### config.mk
export PLATFORM = sky130hd
export DESIGN_NAME = exception_ctrl
export DESIGN_NICKNAME = d
export VERILOG_FILES = /design/src/rtl/exc_pkg.sv /design/src/rtl/int_sync2.sv /design/src/rtl/exception_ctrl.sv
export SDC_FILE = /design/constraint.sdc
export NUM_CORES = 1
export LEC_CHECK = 0
export CORE_UTILIZATION = 39
export CTS_CLUSTER_DIAMETER = 200
export DETAILED_ROUTE_END_ITERATION = 12
export PLACE_DENSITY_LB_ADDON = 0.05
export SYNTH_ARGS = -nofsm -noshare
export SYNTH_HDL_FRONTEND = slang
export SYNTH_SLANG_ARGS = --single-unit
export TNS_END_PERCENT = 30
### constraint.sdc
create_clock -name clk -period 5.3 [get_ports clk]
set_clock_uncertainty 0.05 [all_clocks]
set_input_delay 1.59 -clock clk [delete_from_list [all_inputs] [get_ports clk]]
set_output_delay 1.59 -clock clk [all_outputs]
set_load 0.02 [all_outputs]
### src/rtl/exc_pkg.sv
// Shared codes, status bit positions and FSM states for the
// MEM-stage exception arbiter.
package exc_pkg;

  localparam logic [31:0] EXC_NONE = 32'h0000_0000;
  localparam logic [31:0] EXC_INT  = 32'h0000_0001;
  localparam logic [31:0] EXC_SYS  = 32'h0000_0009;
  localparam logic [31:0] EXC_RI   = 32'h0000_000a;
  localparam logic [31:0] EXC_OV   = 32'h0000_000b;
  localparam logic [31:0] EXC_TRAP = 32'h0000_000c;
  localparam logic [31:0] EXC_ERET = 32'h0000_000d;

  localparam int ST_IE    = 0;
  localparam int ST_EXL   = 1;
  localparam int ST_IM_LO = 8;
  localparam int ST_IM_HI = 15;

  typedef enum logic {
    IDLE  = 1'b0,
    FLUSH = 1'b1
  } state_t;

endpackage

### src/rtl/int_sync2.sv
// Two-flop synchroniser for W asynchronous lines, async reset.
// Ports: clk, reset, d (raw lines), q (synchronised lines).
module int_sync2 #(
  parameter int W = 8
) (
  input  logic         clk,
  input  logic         reset,
  input  logic [W-1:0] d,
  output logic [W-1:0] q
);

  logic [W-1:0] meta;

  always_ff @(posedge clk or posedge reset) begin
    if (reset) begin
      meta <= '0;
      q    <= '0;
    end else begin
      meta <= d;
      q    <= meta;
    end
  end

endmodule

### src/rtl/exception_ctrl.sv
// MEM-stage exception arbiter: picks one event, drives cp0 code,
// faulting PC, delay-slot bit, pipeline flush and redirect PC.
// Ports: clk, reset, mem_* instruction flags, int_i, time_int_i,
// status_i, epc_i in; excepttype_o, exc_pc_o, exc_in_ds_o,
// int_pend_o, flush_o, new_pc_o, exc_count_o out.
module exception_ctrl
  import exc_pkg::*;
#(
  parameter logic [31:0] EXC_VECTOR   = 32'h0000_0020,
  parameter int          FLUSH_CYCLES = 2,
  parameter int          CNT_W        = 16
) (
  input  logic             clk,
  input  logic             reset,
  input  logic             mem_valid_i,
  input  logic [31:0]      mem_pc_i,
  input  logic             mem_in_ds_i,
  input  logic             mem_syscall_i,
  input  logic             mem_ri_i,
  input  logic             mem_ov_i,
  input  logic             mem_trap_i,
  input  logic             mem_eret_i,
  input  logic [7:0]       int_i,
  input  logic             time_int_i,
  input  logic [31:0]      status_i,
  input  logic [31:0]      epc_i,
  output logic [31:0]      excepttype_o,
  output logic [31:0]      exc_pc_o,
  output logic             exc_in_ds_o,
  output logic [7:0]       int_pend_o,
  output logic             flush_o,
  output logic [31:0]      new_pc_o,
  output logic [CNT_W-1:0] exc_count_o
);

  localparam int FCW = $clog2(FLUSH_CYCLES) + 1;
  localparam logic [FCW-1:0] CNT_INIT = FCW'(FLUSH_CYCLES - 1);

  state_t           state, state_n;
  logic [FCW-1:0]   cnt, cnt_n;
  logic [31:0]      pc_q, pc_n;
  logic [CNT_W-1:0] exc_cnt, exc_cnt_n;
  logic [7:0]       sync_q;
  logic             int_req;
  logic [31:0]      code;
  logic [31:0]      tgt;
  logic             take;

  int_sync2 #(
    .W (8)
  ) u_sync (
    .clk   (clk),
    .reset (reset),
    .d     (int_i),
    .q     (sync_q)
  );

  // Timer shares line 7 with the external source.
  assign int_pend_o = reset ? 8'h00
                    : {sync_q[7] | time_int_i, sync_q[6:0]};

  assign int_req = status_i[ST_IE] & ~status_i[ST_EXL]
                 & |(int_pend_o & status_i[ST_IM_HI:ST_IM_LO]);

  always_comb begin
    code = EXC_NONE;
    priority case (1'b1)
      int_req:       code = EXC_INT;
      mem_ri_i:      code = EXC_RI;
      mem_syscall_i: code = EXC_SYS;
      mem_trap_i:    code = EXC_TRAP;
      mem_ov_i:      code = EXC_OV;
      mem_eret_i:    code = EXC_ERET;
      default:       code = EXC_NONE;
    endcase
  end

  assign take = ~reset & (state == IDLE) & mem_valid_i
              & (code != EXC_NONE);
  assign tgt  = (code == EXC_ERET) ? epc_i : EXC_VECTOR;

  always_comb begin
    state_n      = state;
    cnt_n        = cnt;
    pc_n         = pc_q;
    exc_cnt_n    = exc_cnt;
    excepttype_o = EXC_NONE;
    exc_pc_o     = '0;
    exc_in_ds_o  = 1'b0;
    flush_o      = 1'b0;
    new_pc_o     = '0;
    unique case (state)
      IDLE: begin
        if (take) begin
          excepttype_o = code;
          exc_pc_o     = mem_pc_i;
          exc_in_ds_o  = mem_in_ds_i;
          flush_o      = 1'b1;
          new_pc_o     = tgt;
          state_n      = FLUSH;
          cnt_n        = CNT_INIT;
          pc_n         = tgt;
          if (exc_cnt != {CNT_W{1'b1}})
            exc_cnt_n = exc_cnt + 1'b1;
        end
      end
      FLUSH: begin
        flush_o  = 1'b1;
        new_pc_o = pc_q;
        if (cnt == '0)
          state_n = IDLE;
        else
          cnt_n = cnt - 1'b1;
      end
      default: state_n = IDLE;
    endcase
  end

  always_ff @(posedge clk or posedge reset) begin
    if (reset) begin
      state   <= IDLE;
      cnt     <= '0;
      pc_q    <= '0;
      exc_cnt <= '0;
    end else begin
      state   <= state_n;
      cnt     <= cnt_n;
      pc_q    <= pc_n;
      exc_cnt <= exc_cnt_n;
    end
  end

  assign exc_count_o = exc_cnt;

endmodule

==> impl_metrics.py, run 1 <==
metrics = {
    "pwr": {
        "combPwrFrac_pct": 32.5,
        "ir_worst_vdd_mv": 0.3252,
        "p_sw_share_pct": 34.70,
        "p_int_mw": 1.011,
        "powerDensity_mw_per_mm2": 277.6,
        "pwr-share-clk_pct": 27.9,
        "power_frac_seq_pct": 39.6,
        "power.switching_uw": 537.5,
        "p_leak_nw": 2.707,
    },
    "min_path": {
        "min_from": "u_sync.meta[7]$_DFF_PP0_",
        "hold_class": "flop to flop",
        "hold_end": "u_sync.q[7]$_DFF_PP0_",
        "hold_path_depth": 0,
    },
    "routing": {
        "vias": 3136,
        "wire_per_inst_um": 14.90,
        "final_antenna_net_count": 0,
        "viasPerCell": 4.885,
        "dr.pass1.iters": 4,
        "routed_wirelength_um": 9568,
        "first_iter_violations": 91,
        "drcViolationCount": 0,
    },
    "floorplan": {
        "pin_count": 236,
        "initial_core_util_pct": 41.10,
        "die_w_um": 95.98,
        "coreArea_mm2": 0.008382,
        "rows": 33,
        "dieArea_mm2": 0.009212,
        "die_h_um": 95.98,
    },
    "sta": {
        "fmax_ghz": 0.1948,
        "finalHoldViolCount": 0,
        "slew_headroom_pct": 37.45,
        "worst_slack_ns": 0.1666,
        "min_period_ns": 5.133,
        "period_share_pct": 96.86,
        "rsz0062_at_grt": "false",
        "drv_slew": 0,
        "setup_violations": 0,
        "tightestPinTransition_ns": 0.9368,
    },
    "worst_setup_path": {
        "rr_worst_depth": 8,
        "end_kind": "primary output",
        "worst-path-max-fanout": 19,
        "r2r_slack_ns": 2.66,
        "required_ns": 3.66,
        "critPathArrivalTime_ns": 3.49,
        "timing.rr.end": "exc_count_o[1]$_DFFE_PP0P_",
        "start_kind": "input port",
        "path_class": "input port to primary output",
        "rr_startpoint": "u_sync.q[1]$_DFF_PP0_",
    },
    "layout": {
        "mostFrequentLayoutCell": "clkdlybuf4s50_1",
        "drive_above_1_share_pct": 23.84,
        "syn_to_final_growth_pct": 61.97,
        "fin_util_pct": 66.56,
        "n_antenna_cell": 0,
        "final_nets": 648,
        "final_area_mm2": 0.005579,
        "layout_common_cells": "clkdlybuf4s50_1, dfrtp_1, a22o_1",
    },
    "grt": {
        "overflow": 0,
        "antenna_found_initial": 0,
        "first_global_vias": 2978,
        "grt_pass1_wl_um": 14410,
        "grt_max_degree": 46,
        "grt_use_total_pct": 20.16,
    },
    "yosys": {
        "synth_area_mm2": 0.003445,
        "synth_edf_count": 0,
        "synth.ff_latch_count": 67,
        "syn_avg_cell_area_um2": 10.87,
        "async_reset_ff_share_pct": 100.0,
        "yosysWarningCount": 0,
        "ys_types": 39,
        "synth_ff_type": "dfrtp_1",
        "ys_seq_area_share_pct": 48.67,
        "netlist_instances": 317,
    },
    "clock_tree": {
        "ctsHtreeMaxLevel": 3,
        "cts_buffers": 9,
        "clkLatencyLatePin_ns": 0.34,
        "cts_hold_buf": 0,
        "cts_sinks": 67,
        "path_clk_slew_ns": 0.08,
        "cts-root-buf": "clkbuf_8",
        "clock_tree.buffer_depth": 2,
        "cts_tree": "yes",
    },
    "placement": {
        "hpwlAfterDp_um": 6520,
        "dpl_cell_area_mm2": 0.005478,
        "place.gp.congestion": 0.7454,
        "portBuffers": 185,
        "dp_slack_ns": -0.4889,
    },
    "flow_run": {
        "max_cap_violations": 0,
    },
    "run_status": {
        "status": "finished clean",
    },
}
[cell families (layout without fill, tap and decap cells)]
kind of cell,after synthesis,count (layout),synth area share (%)
DFF,67,67,48.67
xor gates and xnor gates,15,15,3.814
other,1,28,0.1089
muxes,2,2,0.6538
AOI/OAI and AO/OA,77,77,18.82
buffers and inverters,54,247,10.42
and+or+nand+nor,99,99,16.78
adders and majority gates,2,2,0.7264
[registers in the layout, indices dropped and copies added, names as in the netlist]
register and count:
pc_q 32, exc_count_o 16, u_sync.meta 8, u_sync.q 8, cnt 2, state 1
[per-layer routing]
| layer | global-route usage [%] | routed length, um |
|---|---|---|
| met1 | 27.45 | 4194 |
| met2 | 32.45 | 4649 |
| met3 | 4.897 | 656 |
| met4 | 4.478 | 68 |
| met5 | 0 | 0 |
[power by group through the flow]
stage	combinational (mW)	sequential [mW]	clock (mW)
floorplan	0.259	0.636	0
global placement	0.525	0.618	0
detailed placement	0.531	0.619	0
CTS	0.515	0.611	0.439
global route	0.547	0.619	0.464
finish	0.504	0.613	0.432
[through the flow]
stage | instances | total power, mW | TNS [ns] | hold slack [ns]
finish | 642 | 1.549 | 0 | 0.3025
floorplan | 344 | 0.8943 | 0 | 0.2812
global placement | 620 | 1.143 | -23.60 | 0.2814
detailed placement | 620 | 1.149 | -27.23 | 0.2872
CTS | 639 | 1.565 | -3.971 | 0.3044
global route | 642 | 1.630 | 0 | 0.3036
[cell usage after synthesis (6+ instances only)]
master	n	area [um^2]
xor2_1	10	87.58
clkbuf_1	9	33.78
buf_6	6	67.56
inv_1	6	22.52
nor2_1	9	33.78
nor2b_1	8	50.05
dfrtp_1	67	1677
and2_1	34	212.7
a22o_1	62	543.0
nand3_1	10	50.05
buf_4	28	210.2
nor3_1	8	40.04
nand2_1	10	37.54
[critical path, cell delays in order]
cell,delay [ns]
clkdlybuf4s50_1,0.41
a22oi_1,0.20
nand3_1,0.18
buf_6,0.18
o311a_4,0.38
buf_6,0.15
and2_1,0.16
clkdlybuf4s15_2,0.25
[cell type report]
| type | instances | area, um^2 |
|---|---|---|
| clock buffers | 9 | 123.9 |
| clock inverters | 7 | 76.32 |
| fillers | 701 | 2803 |
| inverters | 6 | 22.52 |
| multi-input cells | 223 | 1545 |
| flip-flops and latches | 67 | 1677 |
| well taps | 105 | 131.4 |
| repair buffers | 225 | 2003 |
[worst max path at each step]
stage / start / end / slack (ns)
after detailed placement: status_i[9] / new_pc_o[20] / -0.49
after global routing: status_i[10] / exc_pc_o[11] / 0.11
after floorplan: status_i[9] / new_pc_o[22] / 0.53
after CTS: status_i[9] / exc_pc_o[19] / -0.12
final: status_i[10] / exc_pc_o[14] / 0.17
after global placement: status_i[9] / new_pc_o[18] / -0.43
[timing repair]
| item | in CTS | in global routing |
|---|---|---|
| cloned | 1 | 3 |
| gates resized for setup | 185 | 95 |
| setup buffers | 2 | 0 |
| pin swaps | 2 | 5 |
| endpoints found under the setup margin | 70 | 66 |
Power figures use the tool's default switching activity.
==> run 2: changes to the inputs <==
--- a/config.mk
+++ b/config.mk
@@ -5,6 +5,7 @@
 export SDC_FILE = /design/constraint.sdc
 export NUM_CORES = 1
 export LEC_CHECK = 0
+export ABC_CLOCK_PERIOD_IN_PS = 5300
 export CORE_UTILIZATION = 39
 export CTS_CLUSTER_DIAMETER = 200
 export DETAILED_ROUTE_END_ITERATION = 12
==> results of run 2 <==
No change in the layout: final DEF, timing and power equal those of run 1.
